--- src/rtl/lsu_split.sv ---
// Load/store unit: turns one B/H/W/D core access into one or two bus-aligned
// memory beats over a req/ack handshake, and extends load data.
module lsu_split #(
    parameter int XLEN             = 64,
    parameter int BUS_W            = 64,
    parameter int ADDR_W           = 64,
    parameter int SPLIT_MISALIGNED = 1
) (
    input  logic              clk,
    input  logic              rst,
    input  logic              req_valid,
    output logic              req_ready,
    input  logic              req_wr,
    input  logic [1:0]        req_size,
    input  logic              req_unsigned,
    input  logic [ADDR_W-1:0] req_addr,
    input  logic [XLEN-1:0]   req_wdata,
    output logic              resp_valid,
    output logic [XLEN-1:0]   resp_rdata,
    output logic              resp_err,
    output logic              mem_req,
    output logic [ADDR_W-1:0] mem_addr,
    output logic              mem_we,
    output logic [BUS_W-1:0]  mem_wdata,
    output logic [BUS_W/8-1:0] mem_wmask,
    input  logic              mem_ack,
    input  logic [BUS_W-1:0]  mem_rdata
);
    // Handshakes: a request is taken on a clock edge where req_valid && req_ready;
    // a memory beat completes on an edge where mem_req && mem_ack, and mem_*
    // stay frozen until then. resp_valid is a single-cycle pulse, no back-pressure.
    localparam int NB = BUS_W / 8;
    localparam int OB = $clog2(NB);
    localparam int EW = OB + 5;
    localparam int MW = 2 * NB;

    typedef enum logic [1:0] {IDLE, BEAT0, BEAT1, RESP} state_t;
    state_t state;

    logic              r_wr, r_uns, r_cross;
    logic [1:0]        r_size;
    logic [OB-1:0]     r_off;
    logic [XLEN-1:0]   r_wdata;
    logic [BUS_W-1:0]  beat0;

    logic [OB-1:0]     in_off, sp_off;
    logic [3:0]        in_bytes, sp_bytes;
    logic [EW-1:0]     in_end;
    logic              in_cross, in_bad;
    logic [MW-1:0]     span;
    logic [BUS_W-1:0]  raw0, raw1;

    function automatic logic [XLEN-1:0] extend(input logic [XLEN-1:0] raw,
                                               input logic [1:0] size,
                                               input logic uns);
        logic [XLEN-1:0] keep, val;
        logic            sign;
        keep = ~({XLEN{1'b1}} << (8 << size));
        val  = raw & keep;
        sign = |(val & ~(keep >> 1));
        return (sign && !uns) ? (val | ~keep) : val;
    endfunction

    always_comb begin
        in_off   = req_addr[OB-1:0];
        in_bytes = 4'd1 << req_size;
        in_end   = EW'(in_off) + EW'(in_bytes);
        in_cross = in_end > EW'(NB);
        in_bad   = (8 * int'(in_bytes) > XLEN) || (in_cross && (SPLIT_MISALIGNED == 0));
        // One byte-span over two bus words: low half is beat0's mask, high half beat1's.
        sp_off   = (state == IDLE) ? in_off : r_off;
        sp_bytes = (state == IDLE) ? in_bytes : (4'd1 << r_size);
        span     = ((MW'(1) << sp_bytes) - MW'(1)) << sp_off;
        raw0     = mem_rdata >> (8 * int'(r_off));
        raw1     = (beat0 >> (8 * int'(r_off))) | (mem_rdata << (8 * (NB - int'(r_off))));
    end

    always_ff @(posedge clk) begin
        if (rst) begin
            state      <= IDLE;
            req_ready  <= 1'b1;
            resp_valid <= 1'b0;
            resp_err   <= 1'b0;
            resp_rdata <= '0;
            mem_req    <= 1'b0;
            mem_we     <= 1'b0;
            mem_wmask  <= '0;
            mem_addr   <= '0;
            mem_wdata  <= '0;
            r_wr       <= 1'b0;
            r_uns      <= 1'b0;
            r_cross    <= 1'b0;
            r_size     <= '0;
            r_off      <= '0;
            r_wdata    <= '0;
            beat0      <= '0;
        end else begin
            case (state)
                IDLE: begin
                    if (req_valid) begin
                        r_wr      <= req_wr;
                        r_size    <= req_size;
                        r_uns     <= req_unsigned;
                        r_off     <= in_off;
                        r_cross   <= in_cross;
                        r_wdata   <= req_wdata;
                        req_ready <= 1'b0;
                        if (in_bad) begin
                            state      <= RESP;
                            resp_valid <= 1'b1;
                            resp_err   <= 1'b1;
                            resp_rdata <= '0;
                        end else begin
                            state     <= BEAT0;
                            mem_req   <= 1'b1;
                            mem_addr  <= {req_addr[ADDR_W-1:OB], {OB{1'b0}}};
                            mem_we    <= req_wr;
                            mem_wmask <= req_wr ? span[NB-1:0] : '0;
                            mem_wdata <= BUS_W'(req_wdata) << (8 * int'(in_off));
                        end
                    end
                end
                BEAT0: begin
                    if (mem_ack) begin
                        beat0 <= mem_rdata;
                        if (r_cross) begin
                            state     <= BEAT1;
                            mem_addr  <= mem_addr + ADDR_W'(NB);
                            mem_wmask <= r_wr ? span[MW-1:NB] : '0;
                            mem_wdata <= BUS_W'(r_wdata) >> (8 * (NB - int'(r_off)));
                        end else begin
                            state      <= RESP;
                            mem_req    <= 1'b0;
                            mem_we     <= 1'b0;
                            mem_wmask  <= '0;
                            resp_valid <= 1'b1;
                            resp_err   <= 1'b0;
                            resp_rdata <= r_wr ? '0 : extend(XLEN'(raw0), r_size, r_uns);
                        end
                    end
                end
                BEAT1: begin
                    if (mem_ack) begin
                        state      <= RESP;
                        mem_req    <= 1'b0;
                        mem_we     <= 1'b0;
                        mem_wmask  <= '0;
                        resp_valid <= 1'b1;
                        resp_err   <= 1'b0;
                        resp_rdata <= r_wr ? '0 : extend(XLEN'(raw1), r_size, r_uns);
                    end
                end
                RESP: begin
                    state      <= IDLE;
                    req_ready  <= 1'b1;
                    resp_valid <= 1'b0;
                    resp_err   <= 1'b0;
                    resp_rdata <= '0;
                end
                default: state <= IDLE;
            endcase
        end
    end
endmodule

--- config.mk ---
export PLATFORM = sky130hd
export DESIGN_NAME = lsu_split
export DESIGN_NICKNAME = d
export VERILOG_FILES = /design/src/rtl/lsu_split.sv
export SDC_FILE = /design/constraint.sdc
export NUM_CORES = 1
export LEC_CHECK = 0
export CORE_UTILIZATION = 25
export CTS_BUF_LIST = sky130_fd_sc_hd__clkbuf_4 sky130_fd_sc_hd__clkbuf_8 sky130_fd_sc_hd__clkbuf_16
export DETAILED_ROUTE_END_ITERATION = 6
export GPL_TIMING_DRIVEN = 0
export SYNTH_ARGS = -nofsm -noshare
export SYNTH_HDL_FRONTEND = slang
export SYNTH_SLANG_ARGS = --single-unit
--- constraint.sdc ---
create_clock -name clk -period 5.2 [get_ports clk]
set_clock_uncertainty 0.05 [all_clocks]
set_input_delay 0.52 -clock clk [delete_from_list [all_inputs] [get_ports clk]]
set_output_delay 0.52 -clock clk [all_outputs]
set_load 0.03 [all_outputs]
-- After elaboration in Yosys (flattened, before gate mapping)
Index checks and enable logic that the tools add are counted.
- output and inout port bits: 205
- register bits: 343
- logic and storage cells: 125
- bitwise logic cells: 10
- magnitude comparators: 2
- shift-type cells: 11
- reductions and logical operators: 17
- equality and inequality tests: 10
- $add $sub $neg: 4
- muxes and demuxes: 54
- operators by type and width (operator ; count):
    two-way mux 64 bit ; 17
    AND 64 bit ; 4
    case mux 64 bit (2 select lines) ; 2
    case mux 64 bit (4 select lines) ; 1
    OR 64 bit ; 3
    inverter 64 bit ; 2
    OR reduction 64 bit ; 2
    >> shifter 64 x 6 -> 64 bit ; 2
    adder 64 x 4 -> 64 bit (second input constant) ; 1
    inverter 63 -> 64 bit ; 1
    left shift 64 x 32 -> 64 bit ; 1
    left shift 64 x 32 -> 64 bit (first input constant) ; 1
    left shift 64 x 6 -> 64 bit ; 1
    >> shifter 64 x 32 -> 64 bit ; 1
    two-way mux 8 bit ; 7
    left shift 4 x 2 -> 32 bit (first input constant) ; 1
    case mux 8 bit (3 select lines) ; 1
    left shift 1 x 4 -> 16 bit (first input constant) ; 1
    left shift 16 x 3 -> 16 bit ; 1
    subtractor 16 x 2 -> 16 bit (second input constant) ; 1
    AND reduction 5 bit ; 3
    two-way mux 1 bit ; 14
    != test 2 bit (second input constant) ; 7
    two-way mux 2 bit ; 4
    21 further kinds ; 29

-- Depth between registers and ports, before layout
- depth in word-level cells: 12
- mapped depth: 15

-- Least setup slack after synthesis
No wires, ideal clock.
- kind: flip-flop to flip-flop
- from: register state[0]
- to: register mem_wmask[0]
- stages on the path, launching flop included: 16
- arrival time: 2.977 ns
- path slack: 2.031 ns
- period minus slack after synthesis: 3.169 ns
- setup time: 0.142 ns
- cells stage by stage: dfxtp_1 inv_1 ha_1 clkbuf_1 buf_1 nor2_1 a21oi_1 ha_1 clkbuf_1 xnor2_1 a221oi_1 nor3_1 a21o_1 mux2_2 a21oi_1 a311oi_1
- longest elaborated chain between the ends: 9
- elaborated cells on any way between the ends: 21
- RTL lines (element ; line ; text):
    start, declared ; 38 ; state_t state;
    start signal, assigned ; 80 ; state <= IDLE;
    start signal, assigned ; 109 ; state <= RESP;
    start signal, assigned ; 114 ; state <= BEAT0;
    zero test 2 bit ; 71, 72, 98 ;
    two-way mux 4 bit ; 72 ; sp_bytes = (state == IDLE) ? in_bytes : (4'd1 << r_size);
    left shift 1 x 4 -> 16 bit ; 73 ; span = ((MW'(1) << sp_bytes) - MW'(1)) << sp_off;
    subtractor 16 x 2 -> 16 bit ; 73 ;
    left shift 16 x 3 -> 16 bit ; 73 ;
    two-way mux 8 bit (on tied branches) ; 129, 118 ;
    two-way mux 8 bit (on tied branches) ; 126, 108 ;
    two-way mux 8 bit (on tied branches) ; 124, 100 ;
    case mux 8 bit (3 select lines) ; 98 ; case (state)
    end signal, assigned ; 118 ; mem_wmask <= req_wr ? span[NB-1:0] : '0;
    end signal, assigned ; 129 ; mem_wmask <= r_wr ? span[MW-1:NB] : '0;
    end, declared ; 25 ; output logic [BUS_W/8-1:0] mem_wmask,
Parallel ways exist; a longest one is shown, timed or not. The select of a mux whose other input is x is not followed.
A chain may end at the register's enable or synchronous reset.

-- Final worst setup path
- from: register r_off[0]
- to: register mem_wdata[46]
- longest elaborated chain between the ends: 5
- RTL lines (element ; line ; text):
    start, declared ; 42 ; logic [OB-1:0] r_off;
    start signal, assigned ; 104 ; r_off <= in_off;
    subtractor 4 x 3 -> 5 bit ; 130 ; mem_wdata <= BUS_W'(r_wdata) >> (8 * (NB - int'(r_off)));
    >> shifter 64 x 32 -> 64 bit ; 130 ;
    two-way mux 64 bit ; 126 ; if (r_cross) begin
    two-way mux 64 bit ; 124 ; if (mem_ack) begin
    case mux 64 bit (2 select lines) ; 98 ;
    end signal, assigned ; 119 ; mem_wdata <= BUS_W'(req_wdata) << (8 * int'(in_off));
    end signal, assigned ; 130 ;
    end, declared ; 24 ; output logic [BUS_W-1:0] mem_wdata,
No other way between the ends. The select of a mux whose other input is x is not followed.

==> impl_metrics.json <==
{
  "nets": 3627,
  "yosys_most_used_dff": "dfxtp_1",
  "worstSetupStartpointType": "flip-flop",
  "final_common_cell": "nand2_1",
  "fin_setup_tns_ns": 0,
  "syn-cell-area_sq_um": 23600,
  "vias_per_cell": 6.03,
  "nFillCells": 9963,
  "dp_hpwl_microns": 120000,
  "cts_resized": 0,
  "totalWireLength_microns": 153000,
  "cp_data_arrival_time_ns": 5.55,
  "yosysSeqAreaShare_pct": 28.8,
  "die_area_sq_um": 95600,
  "synthMuxAreaShare_pct": 20.5,
  "num_rows": 112,
  "clk_latency_ns": 0.61,
  "r2r_start": "r_off[0]$_SDFFE_PP0P_",
  "numCtsBuffers": 43,
  "status": "completed",
  "synth_edf_count": 0,
  "slew_viol_final": 0,
  "fmax_mhz": 195,
  "critPathKind": "reg -> reg",
  "drc": 0,
  "layout_common_cells": "nand2_1, clkdlybuf4s50_1, dfxtp_1",
  "root_buffer": "clkbuf_16",
  "synth_largest_area_cell": "dfxtp_1",
  "min-delay-start": "r_wdata[6]$_SDFFE_PP0P_",
  "antenna_found_initial": 15,
  "clk_path_buf_depth": 3,
  "tightest_slew_ns": 1.36,
  "period_needed_ns": 5.13,
  "synth_xor_area_share_pct": 0.297,
  "p_leak_nw": 10.3,
  "post_cts_buffers": 0,
  "cts.sinks": 340,
  "syn_inst": 2971,
  "io_buffers": 399,
  "whs_ns": 0.404,
  "powerDensity_nw_per_um2": 547,
  "cts_tree": "yes",
  "hold_buffers": 0,
  "io_pins": 405,
  "dr.first_iter.drc_count": 4294,
  "hold_class": "reg -> reg",
  "grt_start_max_net_pins": 14,
  "syn_area_per_cell_sq_um": 7.94,
  "cts_max_level": 2,
  "grt_pass1_vias": 25886,
  "cp-end-kind": "flip-flop",
  "finalHoldViolations": 0,
  "wl_per_cell_microns": 32.5,
  "initial_core_util_pct": 25.2,
  "clk_pin_slew_ns": 0.06,
  "synth_top_family_by_area": "compound AO/OA/AOI/OAI gates",
  "async_reset_ff_share_pct": 0,
  "startpoint": "r_off[0]$_SDFFE_PP0P_",
  "synth_compound_area_share_pct": 26.1,
  "core_area_sq_um": 93500,
  "cap_viol_max_count": 0,
  "vias": 28414,
  "period_share_pct": 98.6,
  "relSlewSlack_pct": 8.50,
  "gp_congestion": 1.05,
  "synthAdderAreaFrac_pct": 0.530,
  "synthTopCellsByArea": "dfxtp_1, mux4_2, nand2_1",
  "grt_pass1_wl_microns": 208000,
  "rsz0062_at_grt": "no",
  "areaGrowthSynthToFinish_pct": 29.8,
  "netlist.area_leader.share_pct": 28.8,
  "cp_max_fo": 10,
  "ys_ff_latch": 340,
  "finalSetupViolCount": 0,
  "yosysWarnings": 0,
  "drive_above_1_share_pct": 9.95,
  "drtPass1Iterations": 6,
  "track_usage_pct": 30.7,
  "die_x_microns": 309,
  "synth.distinct_cells": 82,
  "die_h_microns": 309,
  "synth-simple-area-share_pct": 18.1,
  "ant_nets": 0,
  "grt_overflow": 0,
  "power_mw": 16.8,
  "worst_ep_required_time_ns": 5.62,
  "irDropWorstVdd_v": 0.000239
}
-- worst paths after layout --
path / slack [ns] / endpoint / cells after the start
max: 0.07 / mem_wdata[46]$_SDFFE_PP0P_ / 12
min: 0.40 / r_wdata[6]$_SDFFE_PP0P_ / 2
max reg2reg: 0.07 / mem_wdata[46]$_SDFFE_PP0P_ / 12
min reg2reg: 0.40 / r_wdata[6]$_SDFFE_PP0P_ / 2
-- synthesized netlist by cell type, drive strengths merged, types with 8 or more instances --
library cell	count
nor2	224
nor3	68
o221ai	22
a31oi	18
o31ai	15
mux2i	149
nand2b	17
buf	85
a211o	14
a21oi	333
a21o	13
clkbuf	193
inv	28
nand2	545
nor4	19
a22o	13
and2	11
and3	14
nand3	34
o211ai	11
o22ai	21
nand4	22
or3	8
nor2b	22
a211oi	40
a22oi	47
a222oi	19
ha	10
dfxtp	340
mux4	112
a221oi	69
mux2	73
a311oi	14
o21a	8
o21ai	233
a2bb2oi	9
-- critical path, stage by stage (launching register included) --
cell,delay [ns]
dfxtp_1,0.30
buf_4,0.16
inv_2,0.27
clkbuf_1,0.75
ha_1,0.25
buf_2,0.17
buf_2,0.28
buf_2,0.43
buf_1,1.04
mux2i_1,0.27
o21ai_0,0.20
a221oi_1,0.71
nor3_1,0.09
-- logic make-up after synthesis --
family                   count (synthesis)
AO/OA/AOI/OAI                          966
adder cells (fa/ha/maj)                 10
AND/OR/NAND/NOR                       1003
flip-flops                             340
XOR/XNOR                                 8
buffers and inverters                  308
multiplexers                           334
other                                    2
-- layout make-up --
class                      count  area [sq um]  area share (%)
clock inverter                22           258           0.841
timing repair buffer         399          3990            13.0
multi-input combinational   2325         15500            50.5
sequential                   340          6810            22.2
inverter                      30           113           0.367
antenna                        8          20.0          0.0653
tap                         1254          1570            5.12
clock buffer                  54          1190            3.88
buffer                       278          1220            3.97
-- per-layer routing --
metal  global-route usage, %  wire length, microns  up-vias  part of all wire [%]
li1                        -                     -    11979                     -
met2                    45.7                 65100     2225                    43
met4                    14.9                  8560       14                   5.6
met5                       0                    98        -                 0.064
met1                    40.5                 60800    13744                    40
met3                    8.94                 18600      452                    12
-- power by group --
group	internal [mW]	switching, mW
combinational	3.01	6.65
sequential	3.22	0.728
clock	1.83	1.33
-- stage by stage --
stage	util, %	setup slack (ns)	area (sq um)	cells
after global placement	31.2	0.303	29200	4626
after global routing	32.8	0.195	30600	4705
after floorplan	-	2.03	23600	2973
final	32.8	0.0743	30600	4710
after CTS	32.8	0.354	30600	4702
after detailed placement	31.2	0.368	29200	4626
-- flip-flops by register name, indices dropped and copies added, names as in the netlist, 2 cells and up --
register and count:
r_wdata 64, mem_wdata 64, beat0 64, state 2, resp_rdata 64, r_size 2, mem_wmask 8, mem_addr 61
r_off 3
(Power assumes the default switching activity.)
